**config.mk**
```make
export PLATFORM = sky130hd
export DESIGN_NAME = mult_datapath
export DESIGN_NICKNAME = d
export VERILOG_FILES = /design/src/rtl/mult_pkg.sv /design/src/rtl/mult_iter_counter.sv /design/src/rtl/mult_datapath.sv
export SDC_FILE = /design/constraint.sdc
export NUM_CORES = 1
export LEC_CHECK = 0
export CAP_MARGIN = 15
export CORE_ASPECT_RATIO = 1.75
export CORE_MARGIN = 4
export CORE_UTILIZATION = 52
export CTS_CLUSTER_SIZE = 12
export DETAILED_ROUTE_END_ITERATION = 12
export GPL_TIMING_DRIVEN = 0
export PLACE_DENSITY = 0.87
export SYNTH_ARGS = -nofsm -noshare
export SYNTH_HDL_FRONTEND = slang
export SYNTH_SLANG_ARGS = --single-unit
```
**constraint.sdc**
```tcl
create_clock -name clk -period 2.7 [get_ports clk]
set_clock_uncertainty 0.05 [all_clocks]
set_input_delay 0.405 -clock clk [delete_from_list [all_inputs] [get_ports clk]]
set_output_delay 0.405 -clock clk [all_outputs]
set_load 0.02 [all_outputs]
```
**src/rtl/mult_pkg.sv**
```systemverilog
// Shared definitions for the shift-add multiplier datapath and its controller.
package mult_pkg;
    localparam int MULT_WIDTH = 8;

    typedef logic [MULT_WIDTH-1:0]   operand_t;
    typedef logic [2*MULT_WIDTH-1:0] product_t;
endpackage

```
**src/rtl/mult_iter_counter.sv**
```systemverilog
// Down-counter for iterative units: loads WIDTH, decrements and saturates at zero.
module mult_iter_counter
    import mult_pkg::*;
#(
    parameter int WIDTH = MULT_WIDTH,
    parameter int CNT_W = $clog2(WIDTH + 1)
) (
    input  logic clk,
    input  logic rst,
    input  logic load_i,
    input  logic dec_i,
    output logic zero_o
);
    logic [CNT_W-1:0] p_q, p_d;

    always_comb begin
        p_d = p_q;
        if (load_i) begin
            p_d = CNT_W'(WIDTH);
        end else if (dec_i && (p_q != '0)) begin
            p_d = p_q - CNT_W'(1);
        end
    end

    always_ff @(posedge clk) begin
        if (!rst) begin
            p_q <= '0;
        end else begin
            p_q <= p_d;
        end
    end

    assign zero_o = (p_q == '0);
endmodule

```
**src/rtl/mult_datapath.sv**
```systemverilog
// Shift-add multiplier datapath driven by the controller's one-cycle strobes.
// Optional MULT_SELFCHECK_EN adds a behavioural shadow product and a sticky err flag.
module mult_datapath
    import mult_pkg::*;
#(
    parameter int WIDTH = MULT_WIDTH
) (
    input  logic               clk,
    input  logic               rst,
    input  logic               load_regs,
    input  logic               add_regs,
    input  logic               shift_regs,
    input  logic               decre_p,
    input  logic               ready_in,
    input  logic [WIDTH-1:0]   multiplicand,
    input  logic [WIDTH-1:0]   multiplier,
    output logic               zero,
    output logic               pulso,
    output logic [2*WIDTH-1:0] product,
    output logic               product_valid,
    output logic               busy,
    output logic               err
);
    logic [WIDTH-1:0]   a_q, a_d, b_q, b_d, q_q, q_d;
    logic               c_q, c_d;
    logic [2*WIDTH-1:0] prod_q, prod_d;
    logic               pv_q, pv_d, busy_q, busy_d;
    logic [WIDTH:0]     sum;

    assign sum = {1'b0, a_q} + {1'b0, b_q};

    always_comb begin
        a_d    = a_q;
        b_d    = b_q;
        c_d    = c_q;
        q_d    = q_q;
        prod_d = prod_q;
        pv_d   = pv_q;
        busy_d = busy_q;
        if (load_regs) begin
            a_d    = '0;
            c_d    = 1'b0;
            b_d    = multiplicand;
            q_d    = multiplier;
            busy_d = 1'b1;
            pv_d   = 1'b0;
        end else begin
            // A simultaneous add+shift shifts the fresh sum, so C never lands in the result.
            if (add_regs && shift_regs) begin
                {c_d, a_d, q_d} = {1'b0, sum, q_q[WIDTH-1:1]};
            end else if (add_regs) begin
                {c_d, a_d} = sum;
            end else if (shift_regs) begin
                {c_d, a_d, q_d} = {1'b0, c_q, a_q, q_q[WIDTH-1:1]};
            end
            if (ready_in) begin
                prod_d = {a_q, q_q};
                pv_d   = 1'b1;
                busy_d = 1'b0;
            end
        end
    end

    always_ff @(posedge clk) begin
        if (!rst) begin
            a_q    <= '0;
            b_q    <= '0;
            c_q    <= 1'b0;
            q_q    <= '0;
            prod_q <= '0;
            pv_q   <= 1'b0;
            busy_q <= 1'b0;
        end else begin
            a_q    <= a_d;
            b_q    <= b_d;
            c_q    <= c_d;
            q_q    <= q_d;
            prod_q <= prod_d;
            pv_q   <= pv_d;
            busy_q <= busy_d;
        end
    end

    mult_iter_counter #(
        .WIDTH(WIDTH)
    ) u_cnt (
        .clk    (clk),
        .rst    (rst),
        .load_i (load_regs),
        .dec_i  (decre_p),
        .zero_o (zero)
    );

`ifdef MULT_SELFCHECK_EN
    logic [2*WIDTH-1:0] ref_q, ref_d;
    logic               err_q, err_d;

    always_comb begin
        ref_d = ref_q;
        err_d = err_q;
        if (load_regs) begin
            ref_d = {{WIDTH{1'b0}}, multiplicand} * {{WIDTH{1'b0}}, multiplier};
        end else if (ready_in && ({a_q, q_q} != ref_q)) begin
            err_d = 1'b1;
        end
    end

    always_ff @(posedge clk) begin
        if (!rst) begin
            ref_q <= '0;
            err_q <= 1'b0;
        end else begin
            ref_q <= ref_d;
            err_q <= err_d;
        end
    end

    assign err = err_q;
`else
    assign err = 1'b0;
`endif

    assign pulso         = q_q[0];
    assign product       = prod_q;
    assign product_valid = pv_q;
    assign busy          = busy_q;
endmodule

```
[Yosys cells after proc, flatten, opt, wreduce, memory -nomap -nowiden]
Index checks and enable logic that the tools add are counted.
Widths: inputs -> output; s select.
Word-level totals
  flip-flop bits (word level): 47
  input bits: 23
  output and inout port bits: 21
  word-level logic and storage cells: 40
Operators by class
  $add $sub $neg: 2
  eq/ne operators: 1
  mux-type cells: 13
  bitwise operators: 2
  reductions and logical operators: 13
Operators by type and width (count)
  $mux 8: 7
  $add 8x8->9: 1
  $mux 4: 2
  $reduce_bool 2->1: 3
  $reduce_bool 3->1: 2
  $logic_not 4->1: 1
  $mux 1: 4
  $reduce_and 2->1: 2
  $reduce_bool 4->1: 1
  $sub 4x1->4 const B: 1
  $ne 3x2->1 const B: 1
  $reduce_or 3->1: 1
  $logic_and 1x1->1: 2
  $not 1->1: 2
  $reduce_or 2->1: 1

[Logic depth before layout (Yosys ltp)]
Gate-level depths: netlist of run 1.
  depth in word-level cells: 4
  gate-level depth with buffers: 8
  mapped depth without buffers: 8

[Modules after synthesis]
A second synthesis of run 1 with hierarchy kept.
Second synthesis, totals
  cells, all modules: 277
  area, all modules: 2466.1 sq um
Modules (own cells, without submodules)
  mult_datapath: times used 1, cells an instance 252, area an instance 2259.7 sq um, sequential area each 860.8 sq um
  mult_iter_counter: times used 1, cells an instance 25, area an instance 206.4 sq um, sequential area each 80.1 sq um

[Worst setup path before layout of run 1]
OpenSTA, ideal clock, no wires.
  kind: register to register
  from: reg a_q[0]
  to: reg a_q[4]
  setup time: 115 ps
  arrival: 1940 ps
  data required time: 2535 ps
  slack: 595 ps
  cell stages (with the launch flop): 9
  path buffers: 0
  period minus slack after synthesis: 2105 ps
  path through: dfxtp_1 ha_1 inv_1 fa_1 nor2b_1 o31a_1 a21oi_1 mux4_1 and2_1
Between the ends
  word-level cells in the longest chain between the ends: 3
Ends and longest elaborated chain
  start, declared: line mult_datapath.sv:24  | logic [WIDTH-1:0] a_q, a_d, b_q, b_d, q_q, q_d;
  start signal, assigned: line mult_datapath.sv:66  | a_q <= '0;
  start signal, assigned: line mult_datapath.sv:74  | a_q <= a_d;
  $add 8x8->9 (*): line mult_datapath.sv:30  | assign sum = {1'b0, a_q} + {1'b0, b_q};
  $mux 8: line mult_datapath.sv:51  | end else if (add_regs) begin
  $mux 8 (*): line mult_datapath.sv:49  | if (add_regs && shift_regs) begin
Every way passes the cells marked *; elsewhere a longest branch is shown, timed or not.
A chain may end at the register's enable or synchronous reset.

[Worst setup path in the final report of run 1]
Same ends and word-level chain as after synthesis.

==> results of run 1 <==
## metal layers
| layer | share of wire | up-vias |
|---|---|---|
| met5 | 0 | - |
| met4 | 0.033 | 0 |
| met3 | 0.048 | 14 |
| met2 | 0.55 | 55 |
| met1 | 0.37 | 924 |
| li1 | - | 982 |
## where the power goes
group	total, W	internal (W)	switching, W	leakage (nW)
sequential	0.000740	0.000720	0.0000205	0.384
clock	0.000412	0.000182	0.000230	0.0422
combinational	0.000229	0.000118	0.000111	0.718
## cell usage after synthesis, drive strengths merged
cell type  instances
clkbuf            11
and2              12
a2111oi            2
nand2             41
or4                1
nor2b             15
nor2              11
o41a               1
o21a               5
mux2               1
a22o               1
nor3               5
nand3              1
a21oi              6
a31oi              1
xor2               1
o21ai             10
mux4               5
o21bai             2
a21o               4
and3               1
xnor2              4
inv                6
a221oi             1
or2                1
dfxtp             47
o31a               1
o211ai             1
nor3b              1
nor4               1
o22ai              1
mux2i             17
buf                3
o2111ai            1
conb               1
ha                 9
nand2b             3
fa                 1
a211oi             4
a21boi            16
## sequential cells by signal (all words and copies together), names as in the netlist
name,flops
q_q,8
a_q,8
product,16
busy,1
b_q,8
product_valid,1
u_cnt.p_q,4
c_q,1
## how the worst min path moves through the flow
stage | startpoint | end | slack, ps | depth (start not counted)
2_1_floorplan | q_q[1] | product[1] | 400 | 2
3_3_place_gp | product[5] | product[5] | 400 | 2
3_5_place_dp | product[11] | product[11] | 410 | 2
4_1_cts | product[11] | product[11] | 420 | 2
5_1_grt | product[8] | product[8] | 440 | 2
6_report | product[11] | product[11] | 420 | 2
## cell type report
cell class / count / area share
Timing Repair Buffer: 42 / 0.1439
Buffer: 14 / 0.02013
Inverter: 6 / 0.007709
Multi-Input combinational cell: 189 / 0.4565
Clock inverter: 1 / 0.001713
Sequential cell: 47 / 0.3221
Tap cell: 51 / 0.02184
Clock buffer: 7 / 0.02612
## critical path: stages, from the launching register on
cell     delay [ps]
dfxtp_1         390
ha_1            190
inv_1            60
fa_1            420
nor2b_1         210
o31a_1          220
a21oi_1          90
mux4_1          500
and2_1          170
## cells by family (layout without fill, tap and decap cells)
logic type	count (synthesis)	after routing	synth area share
adder cells (fa/ha/maj)	10	10	0.05629
flip-flops	47	47	0.3994
XOR/XNOR	5	5	0.01859
multiplexers	23	23	0.1264
other	1	1	0.001592
AO/OA/AOI/OAI	57	57	0.1715
buffers and inverters	20	70	0.03452
AND/OR/NAND/NOR	93	93	0.1917
## through the flow
step	hold slack [ps]	utilization	power [W]	setup WS (ps)
after floorplan	403.0	-	0.0008967	595.2
after global placement	400.3	0.6449	0.0009780	288.9
after detailed placement	408.9	0.6449	0.0009857	230.5
after CTS	420.6	0.6634	0.001387	310.0
after global routing	444.3	0.6634	0.001444	219.4
final	416.8	0.6634	0.001381	301.9
==> results.md, run 1 <==
- Unrepaired setup endpoints after global routing: false
- Worst setup EP type: flip-flop
- P&R area growth vs syn: 24.00%
- Post-CTS Resized: 0
- Initial core utilization: 0.5349
- Reg2reg start: a_q[0]
- Post-synth design cell area: 2356 um2
- Final setup viols: 0
- Hold Buf Count CTS: 0
- Critical R2R Capture: a_q[4]
- Startpoint Class: flip-flop
- # IOs: 44
- Initial antenna violation count: 0
- Largest cells by area after synthesis: dfxtp_1, mux2i_1, nand2_1
- Fin cells: 357
- Core ar.: 4404 um2
- DR WL/cell: 14.75 um
- Clock sinks: 47
- First-pass GRT wire length: 8942 um
- Syn_nets: 289
- Met2 usage: 0.3680
- Fin area: 2922 um2
- Critical Path RT: 2850 ps
- Buffers added on ports: 42
- Final HPWL DP: 4151 um
- Layout Nets: 338
- Site row count: 32
- Total global-route track usage: 0.1996
- # DRC: 0
- Min cycle time layout: 2398 ps
- Commonest non-fill, non-tap cell in the layout: dfxtp_1
- Skew-Pair Late Insertion Delay: 300 ps
- R2r worst-path depth: 8
- Total grt overflow: 0
- Vias: 1975
- Worst-path clk slew: 80 ps
- Leakage: 1.144 nW
- Hold Crit Class: flip-flop to flip-flop
- Met3 Resource Use GR: 0.04406
- Register area share after synthesis: 0.3994
- Slew HR: 0.5431
- Fillers: 374
- Die area: 5714 um2
- Die W: 58.88 um
- CTS tree: built
- H-Tree Depth: 2
- Synth top area share: 0.3994
- Number of synthesis warnings: 0
- Setup Fix Bufs, Post-CTS: 0
- Post-Route WL: 5264 um
- DR iter-0 viols: 25
- Power Density: 472.6 nW/um2
- FF/Latch Area: 940.9 um2
- Die Y: 97.05 um
- Final Wtd Congestion: 0.8502
- # diodes: 0
- Synth Register Bits: 47
- Antenna-violating nets left: 0
- Critical path arrival: 2550 ps
- Setup CP Type: flip-flop to flip-flop
- CTS root buf: clkbuf_8
- Reg2reg setup slack: 300 ps
- Dpl cells: 349
- Worst Setup SP: a_q[0]
- Busiest layer in global routing: met2
- Vias/cell: 5.532
- Clk buf depth: 2
- Commonest non-fill, non-tap cells in the layout: dfxtp_1, clkdlybuf4s50_1, nand2_1, mux2i_1, a21boi_0
- Final-report max-slew violation count: 0
- Final setup TNS: 0 ps
- Area leader, netlist: dfxtp_1
- Final period utilization: 0.8882
- Crit path to: a_q[4]
- Max FO, Critical Path: 4
- Max-cap violation count: 0
- Placed Area: 2840 um2
- Multi-input logic area: 1334 um2
- Status: finished, final reports clean
- Synth Area per Inst: 9.203 um2
- Max frequency: 417.0 MHz
- DR pass1 iterations: 4
- Met1 usage: 0.2003
- Largest net degree at the start of global routing: 14
- CTS buffer count: 5
- Post-synthesis cell count: 256
- Max VDD drop: 0.0005144 V
- Final hold violations: 0
- Number of global-route vias before repair: 2050
- Proportion of layout cells with a drive suffix above 1: 0.05882
- Synth unique cells: 42
- Worst-margin pin slew: 685.3 ps
Note: power is estimated with default switching activity, not from simulation.
==> run 2, diff against run 1 <==
- GPL_TIMING_DRIVEN: 0 -> unset
==> results.md, run 2 (synthesized netlist as in run 1, its figures left out) <==
- Initial antenna violation count: 0 (unchanged)
- Critical R2R Capture: a_q[4] (unchanged)
- CTS root buf: clkbuf_8 (unchanged)
- Status: finished, final reports clean (unchanged)
- Hold_ws: 415.0 ps (was 416.8 ps)
- Leakage: 1.161 nW (was 1.144 nW)
- Clk buf depth: 2 (unchanged)
- Fillers: 371 (was 374)
- # diodes: 0 (unchanged)
- Critical path arrival: 2520 ps (was 2550 ps)
- Max reg flops: 16 (unchanged)
- Skew-Pair Late Insertion Delay: 300 ps (about the same)
- Final hold violations: 0 (unchanged)
- Total grt overflow: 0 (unchanged)
- CTS tree: built (unchanged)
- Worst-margin pin slew: 650.6 ps (was 685.3 ps)
- Number of global-route vias before repair: 1942 (was 2050)
- # IOs: 44 (unchanged)
- H-Tree Depth: 2 (unchanged)
- Tot Pwr: 0.001462 W (was 0.001381 W)
- Worst setup EP type: flip-flop (unchanged)
- Core ar.: 4404 um2 (unchanged)
- Vias/cell: 5.436 (was 5.532)
- DR WL/cell: 14.34 um (was 14.75 um)
- Commonest non-fill, non-tap cell in the layout: dfxtp_1 (unchanged)
- Post-CTS Resized: 0 (unchanged)
- Reg2reg start: a_q[0] (unchanged)
- Final period utilization: 0.8793 (was 0.8882)
- Psw: 0.0003509 W (was 0.0003606 W)
- Max-cap violation count: 0 (unchanged)
- Die W: 58.88 um (unchanged)
- Max frequency: 421.2 MHz (was 417.0 MHz)
- Proportion of layout cells with a drive suffix above 1: 0.07383 (was 0.05882)
- Setup CP Type: flip-flop to flip-flop (unchanged)
- Final setup viols: 0 (unchanged)
- Final setup TNS: 0 ps (unchanged)
- Final HPWL DP: 3794 um (was 4151 um)
- Reg2reg setup slack: 330 ps (was 300 ps)
- Final-report max-slew violation count: 0 (unchanged)
- DR iter-0 viols: 52 (was 25)
- Worst-path clk slew: 80 ps (about the same)
- Sw frac: 0.2401 (was 0.2611)
- Max VDD drop: 0.0005488 V (was 0.0005144 V)
- Hold Path Sink: product[8] (was product[11])
- Worst hold path cell count: 2 (unchanged)
- First-pass GRT wire length: 8638 um (was 8942 um)
- Largest net degree at the start of global routing: 18 (was 14)
- Initial core utilization: 0.5349 (unchanged)
- Sequential fraction of design power: 0.506 (was 0.536)
- Die area: 5714 um2 (unchanged)
- Hold_sp: product[8] (was product[11])
- Comb power frac: 0.156 (was 0.166)
- Vias: 1897 (was 1975)
- Setup Fix Bufs, Post-CTS: 0 (unchanged)
- Die Y: 97.05 um (unchanged)
- Slew HR: 0.5663 (was 0.5431)
- Power Density: 497.8 nW/um2 (was 472.6 nW/um2)
- Antenna-violating nets left: 0 (unchanged)
- Buffers added on ports: 42 (unchanged)
- CTS buffer count: 5 (unchanged)
- Startpoint Class: flip-flop (unchanged)
- Cell-internal power: 0.001111 W (was 0.001020 W)
- Unrepaired setup endpoints after global routing: false (unchanged)
- # DRC: 0 (unchanged)
- DR pass1 iterations: 4 (unchanged)
- Layout Nets: 331 (was 338)
- Hold Buf Count CTS: 0 (unchanged)
- R2r worst-path depth: 8 (unchanged)
- Clock sinks: 47 (unchanged)
- Commonest non-fill, non-tap cells in the layout: dfxtp_1, clkdlybuf4s50_1, nand2_1, mux2i_1, a21boi_0 (unchanged)
- Hold Crit Class: flip-flop to flip-flop (unchanged)
- Critical Path RT: 2840 ps (was 2850 ps)
- P&R area growth vs syn: 24.64% (was 24.00%)
- Post-Route WL: 5003 um (was 5264 um)
- Clock Power Share: 0.337 (was 0.298)
- Min cycle time layout: 2374 ps (was 2398 ps)
- Site row count: 32 (unchanged)
- Max FO, Critical Path: 4 (unchanged)
- Final Wtd Congestion: 0.8329 (was 0.8502)
- Total global-route track usage: 0.1920 (was 0.1996)
-- run 2: cell types whose count changed in the layout (fill, tap and decap cells not counted), sizes merged --
cell,delta
clkbuf,-12
bufinv,+1
clkinv,-1
buf,+4
-- run 2: worst max path at each step --
stage	startpoint	to	slack, ps
floorplan	a_q[0]	a_q[4]	600
global placement	a_q[0]	a_q[4]	500
detailed placement	a_q[0]	a_q[3]	400
CTS	a_q[0]	a_q[4]	350
global route	a_q[0]	a_q[4]	220
finish	a_q[0]	a_q[4]	330
-- run 2: final cells by class --
cell class | instances | area (um2) | area share
clock inverter | 1 | 30.03 | 0.01023
sequential | 47 | 940.9 | 0.3204
multi-input combinational | 189 | 1334 | 0.4542
clock buffer | 6 | 72.57 | 0.02471
tap | 51 | 63.81 | 0.02173
timing repair buffer | 49 | 473.0 | 0.1611
inverter | 6 | 22.52 | 0.007669
-- run 2: worst max-delay path, stage by stage, from the launching register on --
cell,delay [ps]
dfxtp_1,380
ha_1,190
inv_1,60
fa_1,410
nor2b_1,230
o31a_1,200
a21oi_1,70
mux4_1,510
and2_1,180
-- run 2: stage by stage --
step                      instance area (um2)  cells  setup WS, ps    util
after CTS                                2937    349         347.4  0.6668
after global routing                     2937    349         220.3  0.6668
final                                    2937    349         326.0  0.6668
after detailed placement                 2834    342         397.7  0.6435
after global placement                   2834    342         498.1  0.6435
after floorplan                          2356    256         595.2       -
-- run 2: routing by layer --
| layer | vias to the layer above | GRT usage | routed length [um] |
|---|---|---|---|
| met3 | 13 | 0.04139 | 226 |
| met1 | 873 | 0.2089 | 1952 |
| met5 | - | 0 | 0 |
| met2 | 44 | 0.3399 | 2682 |
| met4 | 0 | 0.08377 | 142 |
| li1 | 967 | - | - |
-- run 2: power groups by stage --
| stage | clock (W) | sequential, W | combinational [W] |
|---|---|---|---|
| 6_report | 0.000493 | 0.000740 | 0.000228 |
| 5_1_grt | 0.000538 | 0.000745 | 0.000252 |
| 4_1_cts | 0.000503 | 0.000741 | 0.000229 |
| 3_5_place_dp | 0 | 0.000757 | 0.000228 |
| 3_3_place_gp | 0 | 0.000756 | 0.000223 |
| 2_1_floorplan | 0 | 0.000758 | 0.000138 |
